<file path="config.mk">
export PLATFORM = sky130hd
export DESIGN_NAME = sram_a_arbiter
export DESIGN_NICKNAME = d
export VERILOG_FILES = /design/src/rtl/sram_a_arbiter.sv
export SDC_FILE = /design/constraint.sdc
export NUM_CORES = 1
export LEC_CHECK = 0
export CORE_MARGIN = 2
export CORE_UTILIZATION = 45
export DETAILED_ROUTE_END_ITERATION = 10
export PLACE_DENSITY = 0.87
export SYNTH_ARGS = -nofsm -noshare
export SYNTH_HDL_FRONTEND = slang
export SYNTH_SLANG_ARGS = --single-unit
</file>
<file path="constraint.sdc">
create_clock -name clk -period 7.2 [get_ports clk]
set_input_delay 2.16 -clock clk [delete_from_list [all_inputs] [get_ports clk]]
set_output_delay 2.16 -clock clk [all_outputs]
set_load 0.02 [all_outputs]
</file>
<file path="src/rtl/sram_a_arbiter.sv">
// ---------------------------------------------------------------------------
// sram_a_arbiter
//
// Shares a single-port activation SRAM (1-cycle read latency) between a host
// port (single reads/writes) and a stream reader that fetches a contiguous
// run of words into a 2-entry skid FIFO for the compute array. This block
// drives every SRAM control pin.
//
// Ports
//   clk, rst_n                      clock, asynchronous active-low reset
//   host_req/we/addr/wdata          host request, held until host_gnt
//   host_gnt                        host access issued this cycle (comb)
//   host_rvalid/host_rdata          host read data, 1 cycle after grant
//   strm_start/base/len             stream start pulse + parameters
//   strm_busy                       stream FSM not idle
//   strm_done                       1-cycle pulse when stream delivered
//   strm_valid/data/ready           stream output handshake
//   sram_ce/we/addr/din/dout        SRAM macro interface
// ---------------------------------------------------------------------------
module sram_a_arbiter #(
    parameter int AW    = 10,
    parameter int DW    = 8,
    parameter int LEN_W = 11
) (
    input  logic             clk,
    input  logic             rst_n,
    input  logic             host_req,
    input  logic             host_we,
    input  logic [AW-1:0]    host_addr,
    input  logic [DW-1:0]    host_wdata,
    output logic             host_gnt,
    output logic             host_rvalid,
    output logic [DW-1:0]    host_rdata,
    input  logic             strm_start,
    input  logic [AW-1:0]    strm_base,
    input  logic [LEN_W-1:0] strm_len,
    output logic             strm_busy,
    output logic             strm_done,
    output logic             strm_valid,
    output logic [DW-1:0]    strm_data,
    input  logic             strm_ready,
    output logic             sram_ce,
    output logic             sram_we,
    output logic [AW-1:0]    sram_addr,
    output logic [DW-1:0]    sram_din,
    input  logic [DW-1:0]    sram_dout
);

    typedef enum logic [1:0] {IDLE, STREAM, DRAIN} state_t;

    state_t           state_reg;
    logic [AW-1:0]    cur_reg;
    logic [LEN_W-1:0] len_reg;
    logic [LEN_W-1:0] issued_reg;
    logic             inflight_reg;      // stream read issued last cycle
    logic             host_rvalid_reg;
    logic             done_zero_reg;     // done pulse for a zero-length start
    logic             rr_last_strm_reg;  // 1 = stream won the last conflict

    // 2-entry skid FIFO
    logic [DW-1:0]    fifo_mem [2];
    logic             wr_ptr_reg;
    logic             rd_ptr_reg;
    logic [1:0]       count_reg;

    logic             pop;
    logic [2:0]       occ_after_pop;
    logic             strm_elig;
    logic             strm_gnt;
    logic             conflict;
    logic             drain_done;

    assign pop = (count_reg != 2'd0) && strm_ready;

    // Occupancy the FIFO will have once the in-flight word lands and the
    // current pop retires; issuing is allowed while that is below 2, so a
    // full-rate consumer keeps one word per cycle flowing.
    assign occ_after_pop = {1'b0, count_reg} + {2'b00, inflight_reg} - {2'b00, pop};

    assign strm_elig = (state_reg == STREAM) && (issued_reg < len_reg) &&
                       (occ_after_pop < 3'd2);

    // On a conflict the side that did not win the previous conflict wins.
    assign conflict = host_req && strm_elig;
    assign host_gnt = host_req && (!strm_elig || rr_last_strm_reg);
    assign strm_gnt = strm_elig && !host_gnt;

    assign sram_ce   = host_gnt || strm_gnt;
    assign sram_we   = host_gnt && host_we;
    assign sram_addr = host_gnt ? host_addr : cur_reg;
    assign sram_din  = host_wdata;

    assign host_rvalid = host_rvalid_reg;
    assign host_rdata  = host_rvalid_reg ? sram_dout : '0;

    assign strm_valid = (count_reg != 2'd0);
    assign strm_data  = strm_valid ? fifo_mem[rd_ptr_reg] : '0;
    assign strm_busy  = (state_reg != IDLE);

    assign drain_done = (state_reg == DRAIN) && (count_reg == 2'd0) && !inflight_reg;
    assign strm_done  = drain_done || done_zero_reg;

    // FIFO storage: written with the SRAM word one cycle after its grant.
    always_ff @(posedge clk) begin
        if (inflight_reg) begin
            fifo_mem[wr_ptr_reg] <= sram_dout;
        end
    end

    // FIFO pointers and occupancy
    always_ff @(posedge clk or negedge rst_n) begin
        if (!rst_n) begin
            wr_ptr_reg <= 1'b0;
            rd_ptr_reg <= 1'b0;
            count_reg  <= 2'd0;
        end else begin
            if (inflight_reg) begin
                wr_ptr_reg <= ~wr_ptr_reg;
            end
            if (pop) begin
                rd_ptr_reg <= ~rd_ptr_reg;
            end
            count_reg <= count_reg + {1'b0, inflight_reg} - {1'b0, pop};
        end
    end

    // Arbitration bookkeeping and read-return tracking
    always_ff @(posedge clk or negedge rst_n) begin
        if (!rst_n) begin
            inflight_reg     <= 1'b0;
            host_rvalid_reg  <= 1'b0;
            rr_last_strm_reg <= 1'b1;
        end else begin
            inflight_reg    <= strm_gnt;
            host_rvalid_reg <= host_gnt && !host_we;
            if (conflict) begin
                rr_last_strm_reg <= strm_gnt;
            end
        end
    end

    // Stream FSM
    always_ff @(posedge clk or negedge rst_n) begin
        if (!rst_n) begin
            state_reg     <= IDLE;
            cur_reg       <= '0;
            len_reg       <= '0;
            issued_reg    <= '0;
            done_zero_reg <= 1'b0;
        end else begin
            done_zero_reg <= 1'b0;
            case (state_reg)
                IDLE: begin
                    if (strm_start) begin
                        if (strm_len != '0) begin
                            cur_reg    <= strm_base;
                            len_reg    <= strm_len;
                            issued_reg <= '0;
                            state_reg  <= STREAM;
                        end else begin
                            done_zero_reg <= 1'b1;
                        end
                    end
                end
                STREAM: begin
                    if (strm_gnt) begin
                        // Address wraps naturally modulo 2**AW.
                        cur_reg    <= cur_reg + AW'(1);
                        issued_reg <= issued_reg + LEN_W'(1);
                    end
                    if (issued_reg == len_reg) begin
                        state_reg <= DRAIN;
                    end
                end
                DRAIN: begin
                    if (drain_done) begin
                        state_reg <= IDLE;
                    end
                end
                default: state_reg <= IDLE;
            endcase
        end
    end

endmodule

</file>
==> qor.txt <==
Dpl cell area = 3950 um^2
Clock Skews = 0.0116 ns
Die area = 7650 um^2
Max_cap viols = 0
Postcts setup bufs = 0
Syn Area/Cell = 9.82 um^2
Number of buffers added on ports = 77
R2R Path Start = count_reg[1]$_DFF_PN0_
DR WL/cell = 14.9 um
Gr ovfl total = 0
Worst relative slew slack = 0.186
Hold_sp = wr_ptr_reg$_DFFE_PN0P_
Synth area leader = dfrtp_1
Synth cell types = 43
Post-route ant nets = 0
Pwr dens = 420 nW/um^2
Setup crit end kind = output pin
Post-synth ARST share = 0.724
Final Hold Violating Endpoints = 0
Critical Path Start = strm_ready
Synth top area cells = dfrtp_1, edfxtp_1, ha_1
Peak VDD IR = 0.187 mV
Synth top cells by count = dfrtp_1, o21ai_0, nor2_1
Cells after DPL = 465
First-pass GRT wire length = 11500 um
Final number of setup-violating endpoints = 0
EDFF count, synth = 16
Register bit total from synthesis = 58
Post-Syn Area = 3130 um^2
Max incr delay on CP = 0.52 ns
Ant diodes = 0
Clock slew at reported path FFs = 0.07 ns
CTS tree = yes
CTS Buffer Depth = 2
Iter 0 DRT Violations = 175
Max FFs per register = 16
DRC errors left = 0
Post-synth top flop = dfrtp_1
Min-Delay Path Class = reg2reg
CP required = 5.04 ns
Layout cells sized above 1 = 0.147
CP Data Arrival Time = 4.87 ns
Status = complete, no violations
Family with the most delay on the worst path = adder cells
Startpoint types = primary input
Total leakage power = 0.00182 uW
Tightest Pin Transition = 1.22 ns
Site row count = 30
CP Buf/Inv Count = 5
CP max FO = 7
Initial antenna violation count = 0
Vias in the first global route = 2536
Count leader, synth = dfrtp_1
Placer Congestion = 0.810
Area Growth Syn to Fin = 35.1%
CP Depth = 15
Final Util = 0.626
TritonCTS Sinks = 58
Gr usage total = 0.196
Number of vias per cell = 5.42
Syn_nets = 388
Setup CP Type = in2out
Die span in x = 87.4 um
Synth top area share = 0.327
Core ar. = 6760 um^2
Largest net degree at the start of global routing = 43
Die Ht = 87.4 um
Clk_lat worst skew = 0.34 ns
CTS buffer count = 9
Post-route cell area = 4230 um^2
Yosys Warn Count = 0
Slowest CP cell = fa_1
Unrepaired setup endpoints after global routing = false
Clock root buffer master = clkbuf_8
Initial Utilization = 0.464
Fmax = 142 MHz
Fin crit share = 0.977
Dpl hpwl = 5240 um
FF-to-FF path depth = 16
Final nets = 465
Cell Count, Final, Fillers Out = 481
Tmin final = 7.03 ns
Final Slew Violations = 0
DR vias = 2608
# H-tree levels = 3
Post-synthesis sequential area ratio = 0.489
First-pass iteration count of the detailed router = 4
Worst path cell trace = dlygate4sd2_1 > and2_4 > ha_4 > inv_2 > ha_4 > inv_2 > fa_1 > nor2b_4 > nand4_4 > nor2_4 > nand2_1 > o21ai_2 > buf_6 > mux2_2 > buf_2
Post-Synthesis Cells = 319
I/O pin cnt = 94
Final WL = 7190 um
Hold Path Stages = 1
logic make-up after synthesis:
| kind of cell | synth area share |
|---|---|
| AND/OR/NAND/NOR | 0.167 |
| AO/OA/AOI/OAI | 0.138 |
| flip-flops | 0.489 |
| buffers and inverters | 0.0599 |
| multiplexers | 0.0683 |
| adder cells (fa/ha/maj) | 0.0663 |
| XOR/XNOR | 0.0112 |
placed cells by master, fill, tap and decap left out, drive strengths merged, types with 3 or more instances in the layout:
| cell type | n |
|---|---|
| nor2 | 34 |
| mux2 | 11 |
| inv | 24 |
| nand3 | 14 |
| clkdlybuf4s50 | 63 |
| and3 | 11 |
| nor2b | 3 |
| edfxtp | 16 |
| nand2 | 23 |
| o21ai | 42 |
| ha | 15 |
| and2 | 10 |
| dfrtp | 41 |
| a21oi | 10 |
| nand4 | 4 |
| a31oi | 4 |
| dlygate4sd2 | 3 |
| buf | 19 |
| a22oi | 3 |
| mux2i | 9 |
| clkbuf | 9 |
| o22a | 4 |
per-stage QoR:
stage | hold slack, ns | worst slack (ns) | setup TNS [ns] | total power, uW
6_report | 0.489 | 0.165 | 0 | 1780
2_1_floorplan | 0.449 | 0.452 | 0 | 1080
4_1_cts | 0.486 | 0.0807 | 0 | 1790
5_1_grt | 0.505 | 0.0255 | 0 | 1900
3_3_place_gp | 0.468 | -0.444 | -4.78 | 1360
3_5_place_dp | 0.474 | -0.556 | -5.92 | 1400
repair_timing:
item                       CTS  global route
hold buffers                 0             0
pin swaps                    5             1
setup endpoints to repair   13             4
resized for setup           65             4
cell type report:
cell class                      count  area, um^2
Clock buffer                        9         124
Inverter                           22        82.6
Sequential cell                    58        1530
Multi-Input combinational cell    220        1490
Fill cell                         535        2520
Clock inverter                      7         101
Timing Repair Buffer               85         805
Tap cell                           80         100
routing by layer:
layer,up-vias,GRT usage,wire (um)
li1,1263,-,-
met1,1247,0.231,2960
met2,87,0.342,3710
met3,11,0.0521,412
met4,0,0.0713,107
met5,-,0,0
power breakdown:
group          switching [uW]  leakage, uW  internal [uW]
combinational             493      0.00104            407
clock                     143     0.000106            198
sequential               91.9     0.000673            447
total                     728      0.00182           1050
worst paths after layout:
kind | end | slack (ns)
setup reg to reg | cur_reg[0]$_DFFE_PN0P_ | 3.38
max in group asynchronous | wr_ptr_reg$_DFFE_PN0P_ | 4.64
setup / recovery | sram_addr[5] | 0.17
min in group asynchronous | issued_reg[1]$_DFFE_PN0P_ | 1.97
hold reg to reg | wr_ptr_reg$_DFFE_PN0P_ | 0.49
hold / removal | wr_ptr_reg$_DFFE_PN0P_ | 0.49
Note: power is estimated with default switching activity, not from simulation.
==> variant, RTL diff (config.mk and constraints unchanged) <==
Set the parameter `AW` to 11 (it was 10).
--- a/src/rtl/sram_a_arbiter.sv
+++ b/src/rtl/sram_a_arbiter.sv
@@ -19,5 +19,5 @@
 // ---------------------------------------------------------------------------
 module sram_a_arbiter #(
-    parameter int AW    = 10,
+    parameter int AW    = 11,
     parameter int DW    = 8,
     parameter int LEN_W = 11
Interface: changed (resized host_addr, sram_addr and strm_base); port bits go from 94 to 97. No check against the original RTL was run, so the function may have changed too.
==> variant against the unedited design <==
- routed wire length rose by 13%
- sequential cell count rose by 1
- synthesized area rose by 4.8%
- critical endpoint is now sram_addr[3]
- synthesized cell count rose by 5.0%
- register-to-register slack improved by 0.03 ns
- first-iteration DRC count fell by 6.9%
- setup slack got worse by 0.063 ns
- final area rose by 5.3%
- core utilization fell by 0.54 points
- non-clock buffer count rose by 11
- total power fell by 8.2%
==> variant: results <==
[finish]
inverters_excl_clock = 21
syn_to_final_growth_pct = 35.7
multi_input_area_share_pct = 35.4
multiInputCombCellCount = 234
n_fill_cell = 564
clk_share_pct = 4.32
nonClkBufAreaFrac_pct = 20.8

[yosys]
synth_fp_nets = 406
ys_types = 47
yosys.area_share.adder_pct = 6.32
synth_async_sr_flop_share_pct = 72.9
synthTopCellsByCount = "42 x dfrtp_1, 39 x nor2_1, 26 x nand2_1, 24 x o21ai_1, 20 x inv_1"
netlist_top_cells_area = "dfrtp_1 32%, edfxtp_1 15%, ha_1 5.7%, nor2_1 4.5%, mux2_1 4.1%"

[critical_path]
ff2ff_setup_slack_ns = 3.41
cp_slowest_cell = "fa_2"
crit_arrival_ns = 4.94
crit_end = "sram_addr[3]"
cp_max_fo = 6
critPathMaxStageDelay_ns = 0.46
r2r_end = "rr_last_strm_reg"
reg2reg_depth = 20

[power_and_ir_drop]
p_leak_nw = 1.90
ir_drop_uv = 135

[placed_design]
place_area_um2 = 4120
io_buffers = 80
dp.final_hpwl_um = 5340

[clock_network]
cts_resized = 70

[status]
status = "complete, no violations"

[min_path]
min_to = "state_reg[0]"
hold_start = "state_reg[1]"

[detailed_routing]
drtIter0Drc = 163
wl_met1_um = 3320
finalWirelength_um = 8120
vias = 2777

[global_routing]
grt_max_degree = 44
grtUsageTotal_pct = 21.5

[floorplanning]
fp.dieW_um = 89.4
[variant: cell types whose count changed after synthesis, moves of 5 or more]
cell	change
o21ai_0	-25
and3_1	-6
a21oi_1	+5
o21ai_1	+20
mux2_2	-11
mux2_1	+12
nor2_1	+5
[variant: metrics by stage]
step           cells  hold WS [ns]  worst slack [ns]
2_1_floorplan    335         0.433             0.525
3_3_place_gp     497         0.459            -0.382
3_5_place_dp     497         0.463            -0.477
4_1_cts          524         0.482            0.0685
5_1_grt          525         0.511           -0.0110
6_report         525         0.483             0.102
[variant: per-layer routing]
| layer | up-vias | GRT usage, % |
|---|---|---|
| li1 | 1339 | - |
| met1 | 1323 | 25.4 |
| met2 | 99 | 37.1 |
| met3 | 16 | 4.52 |
| met4 | 0 | 10.3 |
| met5 | - | 0 |
[variant: where the power goes]
group	leakage, nW	internal [mW]	switching [mW]	total, mW
sequential	0.677	0.419	0.0792	0.498
combinational	1.13	0.410	0.430	0.840
clock	0.0950	0.158	0.137	0.296
